`src/rtl/digit_serial_adder.sv`:
```
`default_nettype none
// ============================================================================
// Module      : digit_serial_adder
// Description : Multi-cycle WIDTH-bit adder processing DIGIT bits per clock
//               with a start/busy/done handshake. Define ADDSUB_EN to add the
//               sub port and subtract mode.
// Revision    : 1.0 - initial release
// ============================================================================
module digit_serial_adder #(
    parameter int WIDTH = 8,
    parameter int DIGIT = 1
) (
    input  logic             clk,
    input  logic             reset,
    input  logic             start,
    input  logic [WIDTH-1:0] a,
    input  logic [WIDTH-1:0] b,
    input  logic             cin,
`ifdef ADDSUB_EN
    input  logic             sub,
`endif
    output logic             busy,
    output logic             done,
    output logic [WIDTH-1:0] sum,
    output logic             cout,
    output logic             overflow
);

    localparam int STEPS  = WIDTH / DIGIT;
    localparam int STEP_W = (STEPS > 1) ? $clog2(STEPS) : 1;
    localparam logic [STEP_W-1:0] LAST_STEP = STEP_W'(STEPS - 1);

    typedef enum logic [1:0] {
        S_IDLE = 2'd0,
        S_RUN  = 2'd1,
        S_DONE = 2'd2
    } state_t;

    state_t              state_q;
    logic [WIDTH-1:0]    a_q;
    logic [WIDTH-1:0]    b_q;
    logic [WIDTH-1:0]    res_q;
    logic                carry_q;
    logic [STEP_W-1:0]   step_q;
    logic                busy_q;
    logic                done_q;
    logic [WIDTH-1:0]    sum_q;
    logic                cout_q;
    logic                ovf_q;

    logic [DIGIT:0]      slice_sum;
    logic [WIDTH-1:0]    res_d;
    logic                carry_d;
    logic                ovf_d;
    logic [WIDTH-1:0]    b_load;
    logic                carry_load;
    logic                last_step;

    always_comb begin
        slice_sum = {1'b0, a_q[DIGIT-1:0]} + {1'b0, b_q[DIGIT-1:0]}
                  + {{DIGIT{1'b0}}, carry_q};
        res_d     = (res_q >> DIGIT) | (WIDTH'(slice_sum[DIGIT-1:0]) << (WIDTH - DIGIT));
        carry_d   = slice_sum[DIGIT];
        // On the last step the slice MSB is the operand MSB, so a^b^s recovers
        // the carry into the MSB without a separate flip-flop.
        ovf_d     = a_q[DIGIT-1] ^ b_q[DIGIT-1] ^ slice_sum[DIGIT-1] ^ slice_sum[DIGIT];
        last_step = (step_q == LAST_STEP);
`ifdef ADDSUB_EN
        b_load     = sub ? ~b : b;
        carry_load = sub ? 1'b1 : cin;
`else
        b_load     = b;
        carry_load = cin;
`endif
    end

    always_ff @(posedge clk) begin
        if (reset) begin
            state_q <= S_IDLE;
            a_q     <= '0;
            b_q     <= '0;
            res_q   <= '0;
            carry_q <= 1'b0;
            step_q  <= '0;
            busy_q  <= 1'b0;
            done_q  <= 1'b0;
            sum_q   <= '0;
            cout_q  <= 1'b0;
            ovf_q   <= 1'b0;
        end else begin
            done_q <= 1'b0;
            case (state_q)
                S_IDLE, S_DONE: begin
                    if (start) begin
                        a_q     <= a;
                        b_q     <= b_load;
                        carry_q <= carry_load;
                        step_q  <= '0;
                        busy_q  <= 1'b1;
                        state_q <= S_RUN;
                    end else begin
                        state_q <= S_IDLE;
                    end
                end
                S_RUN: begin
                    a_q     <= a_q >> DIGIT;
                    b_q     <= b_q >> DIGIT;
                    res_q   <= res_d;
                    carry_q <= carry_d;
                    step_q  <= step_q + STEP_W'(1);
                    if (last_step) begin
                        busy_q  <= 1'b0;
                        done_q  <= 1'b1;
                        sum_q   <= res_d;
                        cout_q  <= carry_d;
                        ovf_q   <= ovf_d;
                        state_q <= S_DONE;
                    end
                end
                default: begin
                    busy_q  <= 1'b0;
                    state_q <= S_IDLE;
                end
            endcase
        end
    end

    assign busy     = busy_q;
    assign done     = done_q;
    assign sum      = sum_q;
    assign cout     = cout_q;
    assign overflow = ovf_q;

endmodule
`default_nettype wire
```
`config.mk`:
```
export PLATFORM = sky130hd
export DESIGN_NAME = digit_serial_adder
export DESIGN_NICKNAME = d
export VERILOG_FILES = /design/src/rtl/digit_serial_adder.sv
export SDC_FILE = /design/constraint.sdc
export NUM_CORES = 1
export LEC_CHECK = 0
export CORE_ASPECT_RATIO = 1.75
export CORE_UTILIZATION = 35
export CTS_CLUSTER_SIZE = 12
export DETAILED_ROUTE_END_ITERATION = 10
export PLACE_DENSITY = 0.56
export SETUP_SLACK_MARGIN = 0.3
export SLEW_MARGIN = 20
export SYNTH_ARGS = -nofsm -noshare
export SYNTH_HDL_FRONTEND = slang
export SYNTH_SLANG_ARGS = --single-unit
```
`constraint.sdc`:
```
create_clock -name clk -period 4.3 [get_ports clk]
set_input_delay 0.43 -clock clk [delete_from_list [all_inputs] [get_ports clk]]
set_output_delay 0.43 -clock clk [all_outputs]
set_load 0.02 [all_outputs]
```
* After elaboration in Yosys (flattened, before gate mapping)
Index checks and enable logic that the tools add are counted.
** Operators by class
- $add $sub $neg :: 3
- Eq/ne operators :: 5
- Multiplexer cells :: 15
- Bitwise operators :: 5
- Reductions and logical operators :: 7
** Operators by type and width (number)
- 8-bit case mux with 2 select lines :: 2
- 8-bit 2-to-1 mux :: 2
- 7-bit by 8-bit OR with 8-bit output :: 1
- 3-bit case mux with 2 select lines :: 1
- 2-bit AND reduction :: 3
- 1-bit 2-to-1 mux :: 5
- 2-bit != test, second input constant :: 2
- 1-bit case mux with 2 select lines :: 2
- 2-bit case mux with 2 select lines :: 1
- 2-bit OR reduction :: 2
- 3-bit by 1-bit adder with 3-bit output, second input constant :: 1
- 3-bit == test, second input constant :: 1
- 3-bit 2-to-1 mux :: 1
- 1-bit bitwise XOR :: 3
- 1-bit by 1-bit adder with 2-bit output :: 1
- 2-bit by 1-bit adder with 2-bit output :: 1
- 2-bit by 1-bit == test with 1-bit output, second input constant :: 1
- 2-bit == test, second input constant :: 1
- 2-bit zero test :: 1
- 2-bit 2-to-1 mux :: 1
- 2-bit nonzero test :: 1
- 1-bit NOT :: 1
** Storage, ports and cells
- Flip-flop bits (word level) :: 42
- Output and inout port bits :: 12
- Logic and storage cells :: 46

* Longest topological paths before layout
Gate-level depths: netlist (run 1).
- Word-level depth :: 4
- Gate-level depth with buffers :: 6
- Mapped depth without buffers :: 5

* Worst setup path after synthesis (run 1)
OpenSTA, ideal clock, no wires.
- Kind :: register to register
- From :: register a_q[0]
- To :: register ovf_q (netlist: overflow)
- Library setup time :: 0.086 ns
- Arrival time :: 1.315 ns
- Data required time :: 4.214 ns
- Path slack :: 2.899 ns
- Cell stages (with the launch flop) :: 5
- Cell sequence :: dfxtp_1 > fa_1 > xnor2_1 > xnor2_1 > a211oi_1
** Between the ends
- Cells in the longest elaborated chain, start to end :: 4
- Elaborated cells between the ends (all ways) :: 5
- Classes of those cells :: add/sub (2); bitwise (3)
** RTL lines
- start: declaration :: RTL line 40 : logic [WIDTH-1:0] a_q;
- start signal: assignment :: RTL line 106 : a_q <= a_q >> DIGIT;
- 1-bit by 1-bit adder with 2-bit output :: RTL line 60 : slice_sum = {1'b0, a_q[DIGIT-1:0]} + {1'b0, b_q[DIGIT-1:0]}
- 2-bit by 1-bit adder with 2-bit output :: RTL line 61 : + {{DIGIT{1'b0}}, carry_q};
- 1-bit bitwise XOR :: RTL line 66 : ovf_d = a_q[DIGIT-1] ^ b_q[DIGIT-1] ^ slice_sum[DIGIT-1] ^ slice_sum[DIGIT];
- 1-bit bitwise XOR (*) :: RTL line 66
- end signal: assignment :: RTL line 116 : ovf_q <= ovf_d;
- end: declaration :: RTL line 49 : logic ovf_q;
Every way passes the cells marked *; elsewhere a longest branch is shown, timed or not.
A chain may end at the register's enable or synchronous reset.

* Final worst setup path (run 1)
- From :: register state_q[1]
- To :: register a_q[4]
** Between the ends
- Cells in the longest elaborated chain, start to end :: 4
- Elaborated cells between the ends (all ways) :: 8
- Classes of those cells :: eq/ne (3); mux (1); reduce/logical (4)
** RTL lines
- start: declaration :: RTL line 39 : state_t state_q;
- start signal: assignment :: RTL line 79 : state_q <= S_IDLE;
- start signal: assignment :: RTL line 100 : state_q <= S_RUN;
- start signal: assignment :: RTL line 102 : state_q <= S_IDLE;
- 2-bit == test / 2-bit zero test (equally long branches) :: RTL line 92 : case (state_q)
- 2-bit OR reduction :: RTL line 92
- 2-bit != test (no source line) / 2-bit nonzero test (equally long branches)
- 2-bit AND reduction (no source line)
Several ways; a longest one is shown, not always the timed one.

==> results.toml, run 1 <==
[place]
dpl_cell_area_um2 = 1940
hpwl_um = 2170
gp_congestion = 0.705
numPortBuffers = 31

[global_routing]
grt_max_degree = 42
globalRoute.totalOverflow = 0
track_usage = 0.155
antenna_found_initial = 0
grt_pass1_vias = 1330
grt_pass1_wl_um = 5760

[clock_tree]
h-tree-depth = 2
cts_made_buffers = 5
numClockSinks = 41
insertion_delay_ps = 290
cts_tree = "yes"
clk_path_buf_depth = 2
ctsResizeCount = 0
cts_setup_buffers = 0
hold_buffers = 0
root_buffer = "clkbuf_8"
clk_pin_slew_ps = 80

[critical_path]
cpPeakStageDelay_ps = 650
cpLargestDelayFamily = "simple AND/OR/NAND/NOR gates"
worstSetupPathType = "flop to flop"
r2r-start = "state_q[1]"
ff2ff_path_depth = 4
crit_chain = "nand2b_1 > buf_4 > nor2_1 > a311oi_1"
arrival_ps = 2040
path_buf_inv = 1
r2r-end = "a_q[4]"
crit_slowest_cell = "nand2b_1"
cp-startpoint = "state_q[1]"
cp_max_fo = 23
endpoint_kind = "flop"
r2r_slack_ps = 2450
cp_data_required_time_ps = 4490
startpoint_type = "flop"

[drt]
wl_per_cell_um = 12.0
wl_met3_um = 97
drt-initial-drc-count = 11
highest_layer = "met4"
met1_length_um = 1460
drtPass1Iterations = 3
wl_um = 3320
num_vias = 1378
drc = 0
via_per_inst = 4.97
postRouteAntennaNets = 0
dr_wl_met2_um = 1680

[pwr]
p_clk_frac = 0.419
cellPowerDensity_nw_per_um2 = 421
swShare = 0.229
seqPwrFrac = 0.470
power.internal_uw = 674
leakagePower_nw = 0.749
ir_worst_vdd_mv = 0.280
p_comb_frac = 0.111
netSwitchingPower_uw = 200

[sta]
layout_min_cycle_time_ps = 1850
final-setup-viol-count = 0
worst_slew_pin_slew_ps = 840
fin_crit_sh = 0.430
drv_slew = 0
fin_setup_tns_ps = 0
hold_viol = 0
max_freq_ghz = 0.541
fin_skew_ps = 4.47
rsz0062_at_grt = "false"
slew_headroom = 0.440

[logic_synthesis]
ys_ff_latch = 41
ys_types = 23
syn_area_um2 = 1660
synth_ff_type = "dfxtp_1"
synth_area_per_cell_um2 = 8.19
synth_edf_count = 0
async_flop_share = 0
ys.warnings.count = 0
ys_seq_area_frac = 0.494
syn_inst = 203
synth.net_count = 226

[floorplanning]
die_area_um2 = 5040
die-width_um = 54.1
core_area_um2 = 4480
num_rows = 32
start_util = 0.371
fp.dieH_um = 93.2
ios = 32

[finish]
mostFrequentLayoutCell = "nand2_1"
layout_common_cells = "nand2_1 (66), dfxtp_1 (41), clkdlybuf4s50_1 (30)"
multiInputGateArea_um2 = 742
seqCellArea_um2 = 821
drive_above_1_share = 0.0531
nets = 248
antennaDiodeCount = 0
area_delta_synth_final_pct = 24.9
final_area_um2 = 2080
nFillCells = 475

[run]
max-cap-violations = 0

[hold_path]
min_path_type = "flop to flop"
min_delay_path_depth = 2
hp-start = "sum[1]"
whs_endpoint = "sum[1]"

[run_status]
outcome = "completed"
cell usage after synthesis, types with 2 or more instances:
library cell | n | share of area
xnor2_1 | 3 | 0.016
a311oi_1 | 14 | 0.074
nand3_1 | 5 | 0.015
nand2b_1 | 2 | 0.0075
clkbuf_1 | 6 | 0.014
dfxtp_1 | 41 | 0.49
a21oi_1 | 21 | 0.063
buf_2 | 4 | 0.012
ha_1 | 2 | 0.015
nor2_1 | 21 | 0.047
nand2_1 | 66 | 0.15
nor2b_1 | 2 | 0.0075
buf_4 | 6 | 0.027
worst max-delay path by stage:
| stage | end | slack (ps) | cells past startpoint |
|---|---|---|---|
| after floorplan | overflow | 2900 | 4 |
| after global placement | b_q[0] | 1950 | 4 |
| after detailed placement | b_q[6] | 1880 | 4 |
| after CTS | b_q[5] | 2170 | 4 |
| after global routing | b_q[6] | 2270 | 4 |
| final | a_q[4] | 2450 | 4 |
registers in the layout, indices dropped and copies added, names as in the netlist, 2 cells and up:
register	count
a_q	8
b_q	8
sum	8
res_q	7
step_q	3
state_q	2
logic make-up (layout without fill, tap and decap cells):
group | count (synthesis) | count (layout) | synth area share
adder cells (fa/ha/maj) | 3 | 3 | 0.0271
buffers and inverters | 18 | 41 | 0.0617
XOR/XNOR | 3 | 3 | 0.0158
flip-flops | 41 | 41 | 0.494
AO/OA/AOI/OAI | 39 | 39 | 0.161
AND/OR/NAND/NOR | 99 | 99 | 0.241
worst reg2reg max path: stages (launching register included):
cell      delay [ps]
dfxtp_1          380
nand2b_1         650
buf_4            380
nor2_1            90
a311oi_1         250
per-stage QoR:
step / util / worst slack (ps) / hold slack [ps] / instances / total power [mW]
2_1_floorplan: - / 2900 / 432 / 203 / 0.491
3_3_place_gp: 0.433 / 1950 / 441 / 269 / 0.516
3_5_place_dp: 0.433 / 1880 / 446 / 269 / 0.518
4_1_cts: 0.463 / 2170 / 457 / 277 / 0.889
5_1_grt: 0.463 / 2270 / 471 / 277 / 0.917
6_report: 0.463 / 2450 / 455 / 277 / 0.875
layer usage:
| layer | vias up | track usage |
|---|---|---|
| met5 | - | 0 |
| met2 | 23 | 0.259 |
| met3 | 6 | 0.0358 |
| li1 | 718 | - |
| met4 | 0 | 0.0833 |
| met1 | 631 | 0.174 |
power groups by stage:
stage	Combinational [mW]	Sequential, mW	Clock, mW
after global routing	0.109	0.414	0.393
final	0.0971	0.411	0.366
after floorplan	0.0726	0.418	0
after global placement	0.0964	0.420	0
after CTS	0.0987	0.411	0.379
after detailed placement	0.0979	0.420	0
final cells by class:
class	instances	share of cell area
Sequential cell	41	0.395
Multi-Input combinational cell	144	0.357
Timing Repair Buffer	32	0.151
Clock buffer	5	0.0331
Clock inverter	3	0.0313
Tap cell	51	0.0307
Inverter	1	0.00181
Power figures use the tool's default switching activity.
==> run 2, diff against run 1 <==
--- a/config.mk
+++ b/config.mk
@@ -9,7 +9,7 @@
 export CORE_UTILIZATION = 35
 export CTS_CLUSTER_SIZE = 12
 export DETAILED_ROUTE_END_ITERATION = 10
-export PLACE_DENSITY = 0.56
+export PLACE_DENSITY = 0.58
 export SETUP_SLACK_MARGIN = 0.3
 export SLEW_MARGIN = 20
 export SYNTH_ARGS = -nofsm -noshare
==> constraint.sdc (replaced) <==
create_clock -name clk -period 1.5 [get_ports clk]
set_input_delay 0.15 -clock clk [delete_from_list [all_inputs] [get_ports clk]]
set_output_delay 0.15 -clock clk [all_outputs]
set_load 0.02 [all_outputs]
==> run 2 against run 1 <==
- worst setup slack lost 2400 ps
- wire length increased by 11%
- register-to-register slack got worse by 2400 ps
- worst hold slack got worse by 51 ps
- total power increased to 2.7 times the previous value
- fmax increased by 31%
- final cell count increased by 5.8%
- design area is 16% higher
- via count grew 8.1%
- sequential power grew to 2.9 times the previous value
- critical endpoint is now overflow
- largest cell class is now multi-input combinational cells
- largest power group unchanged
- highest routed layer unchanged
==> results.toml, run 2 (synthesis results as in run 1) <==
[run_status]
outcome = "completed"

[hold_path]
min_path_type = "input pin to flop"
min_delay_path_depth = 3
hp-start = "b[7]"
whs_endpoint = "b_q[7]"

[critical_path]
crit_chain = "fa_1 > xnor2_1 > xnor2_1 > a211oi_1"
cp-startpoint = "b_q[0]"
cpPeakStageDelay_ps = 510
ff2ff_path_depth = 4
worstSetupPathType = "flop to flop"
crit_top_cell = "xnor2_1"
r2r_slack_ps = 90
startpoint_type = "flop"
arrival_ps = 1630
crit_slowest_cell = "fa_1"
cp_max_fo = 2
cp_data_required_time_ps = 1710
endpoint_kind = "flop"
r2r-start = "b_q[0]"
r2r-end = "overflow"

[finish]
area_delta_synth_final_pct = 44.4
nets = 264
drive_above_1_share = 0.252
layout_common_cells = "nand2_1 (57), dfxtp_1 (34), nor2_1 (21)"
antennaDiodeCount = 0
nFillCells = 437
mostFrequentLayoutCell = "nand2_1"
seqCellArea_um2 = 832
final_area_um2 = 2400
multiInputGateArea_um2 = 892
finalNonFillerCells = 293
fin_util = 0.535

[sta]
layout_min_cycle_time_ps = 1410
final-setup-viol-count = 0
fin_skew_ps = 7.33
max_freq_ghz = 0.707
fin_crit_sh = 0.943
slew_headroom = 0.852
worst_slew_pin_slew_ps = 220
hold_ws_ps = 403
setup_ws_ps = 86.1
drv_slew = 0
fin_setup_tns_ps = 0
rsz0062_at_grt = "true"
hold_viol = 0

[clock_tree]
cts_tree = "yes"
h-tree-depth = 2
root_buffer = "clkbuf_8"
cts_made_buffers = 5
numClockSinks = 41
insertion_delay_ps = 300
clk_pin_slew_ps = 80
clk_path_buf_depth = 2
hold_buffers = 0

[global_routing]
grt_pass1_vias = 1392
globalRoute.totalOverflow = 0
grt_pass1_wl_um = 5900
grt_max_degree = 42
track_usage = 0.159
antenna_found_initial = 0

[place]
dpl_cell_area_um2 = 2050
gp_congestion = 0.687
dp_slack_ps = 40.8
numPortBuffers = 31
dp.cells = 277
hpwl_um = 2240

[drt]
drt-initial-drc-count = 21
drc = 0
via_per_inst = 5.09
postRouteAntennaNets = 0
drtPass1Iterations = 4
wl_um = 3690
num_vias = 1490
wl_per_cell_um = 12.6

[pwr]
cellPowerDensity_nw_per_um2 = 987
leakagePower_nw = 1.01
p_total_mw = 2.37
ir_worst_vdd_mv = 0.673

[floorplanning]
die-width_um = 54.1
num_rows = 32
die_area_um2 = 5040
start_util = 0.371
fp.dieH_um = 93.2
core_area_um2 = 4480
ios = 32

[run]
max-cap-violations = 0
run 2: cell types whose count changed in the layout (fill, tap and decap cells not counted), sizes merged:
cell           change
bufbuf             +1
bufinv             -2
clkdlybuf4s15      +1
clkdlybuf4s50     -11
buf               +15
dlygate4sd2       +11
clkbuf             +1
run 2: what timing repair did:
action / CTS / global route
pin swaps: 10 / 3
setup buffers: 3 / 3
resized for setup: 32 / 28
gates cloned: 1 / 1
endpoints found under the setup margin: 44 / 37
run 2: how the worst max path moves through the flow:
stage,to
floorplan,overflow
CTS,overflow
global placement,b_q[6]
finish,overflow
global route,overflow
detailed placement,b_q[6]
run 2: layout make-up:
class,count,share of cell area
Multi-Input combinational cell,144,0.372
Sequential cell,41,0.347
Timing Repair Buffer,48,0.212
Clock buffer,7,0.0401
Tap cell,51,0.0266
Clock inverter,1,0.00208
Inverter,1,0.00156
run 2: power breakdown:
group	switching (mW)	leakage (nW)	internal [mW]
sequential	0.0397	0.338	1.14
combinational	0.176	0.618	0.216
clock	0.378	0.0542	0.416
run 2: worst max-delay path: cells and delay by family (launching register included):
kind	cells	cell delay (ps)
AOI/OAI and AO/OA	1	190
xor gates and xnor gates	2	300
adders and majority gates	1	510
DFF	1	330
run 2: layer usage:
metal | up-vias | routed length [um] | global-route usage | share of wire
met5 | - | 0 | 0 | 0
met2 | 23 | 1970 | 0.271 | 0.53
met4 | 0 | 87 | 0.0897 | 0.024
met3 | 5 | 93 | 0.0358 | 0.025
li1 | 758 | - | - | -
met1 | 704 | 1530 | 0.170 | 0.42
==> run 3, diff against run 2 <==
--- a/config.mk
+++ b/config.mk
@@ -10,8 +10,8 @@
 export CTS_CLUSTER_SIZE = 12
 export DETAILED_ROUTE_END_ITERATION = 10
 export PLACE_DENSITY = 0.58
+export REMOVE_ABC_BUFFERS = 1
 export SETUP_SLACK_MARGIN = 0.3
-export SLEW_MARGIN = 20
 export SYNTH_ARGS = -nofsm -noshare
 export SYNTH_HDL_FRONTEND = slang
 export SYNTH_SLANG_ARGS = --single-unit
==> run 3 against run 2 <==
- critical path depth unchanged
- register-to-register slack hardly changed
- sequential share of layout area shrank 0.086 points
- flip-flop and latch count is the same
- total power is 6.2% lower
- design area barely moved
- fmax increased by 0.41%
- first-iteration DRC count grew 71%
- clock skew about the same
- wire length grew 5.5%
==> results.toml, run 3 (synthesis results as in run 1) <==
[drt]
drt-initial-drc-count = 36
wl_um = 3890
wl_met3_um = 75
drc = 0
dr_wl_met2_um = 2240
drtPass1Iterations = 4
wl_per_cell_um = 13.3
num_vias = 1466
met1_length_um = 1490
highest_layer = "met4"
postRouteAntennaNets = 0
via_per_inst = 5.02

[global_routing]
track_usage = 0.168
grt_pass1_wl_um = 6120
grt_max_degree = 42
grt_pass1_vias = 1384
antenna_found_initial = 0
globalRoute.totalOverflow = 0

[critical_path]
ff2ff_path_depth = 4
cp_max_fo = 2
cp-startpoint = "carry_q"
worstSetupPathType = "flop to flop"
r2r-start = "carry_q"
r2r_slack_ps = 90
critPathCapture = "overflow"
r2r-end = "overflow"
cp_data_required_time_ps = 1700
startpoint_type = "flop"
arrival_ps = 1610
endpoint_kind = "flop"

[sta]
setup_ws_ps = 91.8
rsz0062_at_grt = "true"
fin_skew_ps = 7.17
drv_slew = 0
hold_viol = 0
layout_min_cycle_time_ps = 1410
fin_crit_sh = 0.939
final-setup-viol-count = 0
max_freq_ghz = 0.710
worst_slew_pin_slew_ps = 230
slew_headroom = 0.845

[finish]
layout_common_cells = "nand2_1 (56), dfxtp_1 (36), nor2_1 (20)"
final_area_um2 = 2400
nets = 265
area_delta_synth_final_pct = 44.3
mostFrequentLayoutCell = "nand2_1"
drive_above_1_share = 0.253
antennaDiodeCount = 0
fin_util = 0.535
nFillCells = 444

[place]
gp_congestion = 0.726
dpl_cell_area_um2 = 2060
numPortBuffers = 31
dp_slack_ps = 9.43
hpwl_um = 2160

[floorplanning]
fp.dieH_um = 93.2
num_rows = 32
start_util = 0.371
ios = 32
die-width_um = 54.1
die_area_um2 = 5040
core_area_um2 = 4480

[clock_tree]
root_buffer = "clkbuf_8"
cts_tree = "yes"
numClockSinks = 41
clk_pin_slew_ps = 80
cts_made_buffers = 5
insertion_delay_ps = 290
clk_path_buf_depth = 2
h-tree-depth = 2

[pwr]
netSwitchingPower_uw = 570
ir_worst_vdd_mv = 0.786
p_clk_frac = 0.297
seqPwrFrac = 0.531
leakagePower_nw = 0.929
power.internal_mw = 1.65
cellPowerDensity_nw_per_um2 = 927
p_comb_frac = 0.172
swShare = 0.256

[hold_path]
min_path_type = "input pin to flop"

[run_status]
outcome = "completed"

[run]
max-cap-violations = 0
## run 3: changes by cell type in the layout (fill, tap and decap cells not counted), moves of 2 or more
cell	delta
a21oi_1	-2
a21oi_2	+2
buf_4	-2
buf_6	+2
clkbuf_8	-2
dfxtp_1	+2
dfxtp_2	-2
nand2_2	+6
nand2_4	-5
nor2b_2	-2
## run 3: how the worst min path moves through the flow
stage / startpoint / end / slack (ps) / cells past startpoint
floorplan: reset / b_q[0] / 220 / 1
global placement: sum[7] / sum[7] / 440 / 2
detailed placement: sum[7] / sum[7] / 450 / 2
CTS: a[7] / a_q[7] / 400 / 3
global route: a[7] / a_q[7] / 420 / 3
finish: a[7] / a_q[7] / 400 / 3
## run 3: area by class of cell
cell class | count | area [um^2] | area share
sequential | 41 | 830 | 0.346
timing repair buffer | 49 | 546 | 0.227
inverter | 1 | 3.75 | 0.00156
clock buffer | 5 | 68.8 | 0.0287
multi-input combinational | 144 | 883 | 0.368
tap | 51 | 63.8 | 0.0266
clock inverter | 1 | 5.00 | 0.00209
## run 3: stage by stage
step	TNS, ps	power [mW]	hold WS, ps	std cells
2_1_floorplan	-1430	1.36	218	186
3_3_place_gp	0	1.51	441	277
3_5_place_dp	0	1.52	446	277
4_1_cts	0	2.22	402	290
5_1_grt	0	2.33	419	292
6_report	0	2.22	402	292
## run 3: critical path, stage by stage (launching register included)
cell      delay, ps
dfxtp_2         340
fa_2            580
xnor2_1         140
xnor2_1          90
a211oi_1        180
## run 3: power groups by stage
stage / logic (mW) / clock network [mW] / registers [mW]
after floorplan: 0.166 / 0 / 1.20
after global placement: 0.310 / 0 / 1.20
after detailed placement: 0.315 / 0 / 1.20
after CTS: 0.360 / 0.683 / 1.18
after global routing: 0.419 / 0.725 / 1.19
final: 0.381 / 0.661 / 1.18
## run 3: repair_timing
action	4_1_cts	5_1_grt
hold buffers	0	0
gates resized for setup	45	17
pin swaps	23	4
endpoints found under the setup margin	27	25
setup buffers	4	1
cloned	3	1
## run 3: per-layer routing
metal	global-route usage	up-vias
met5	0	-
met4	0.0983	0
met3	0.0309	4
met2	0.292	21
met1	0.179	690
li1	-	751
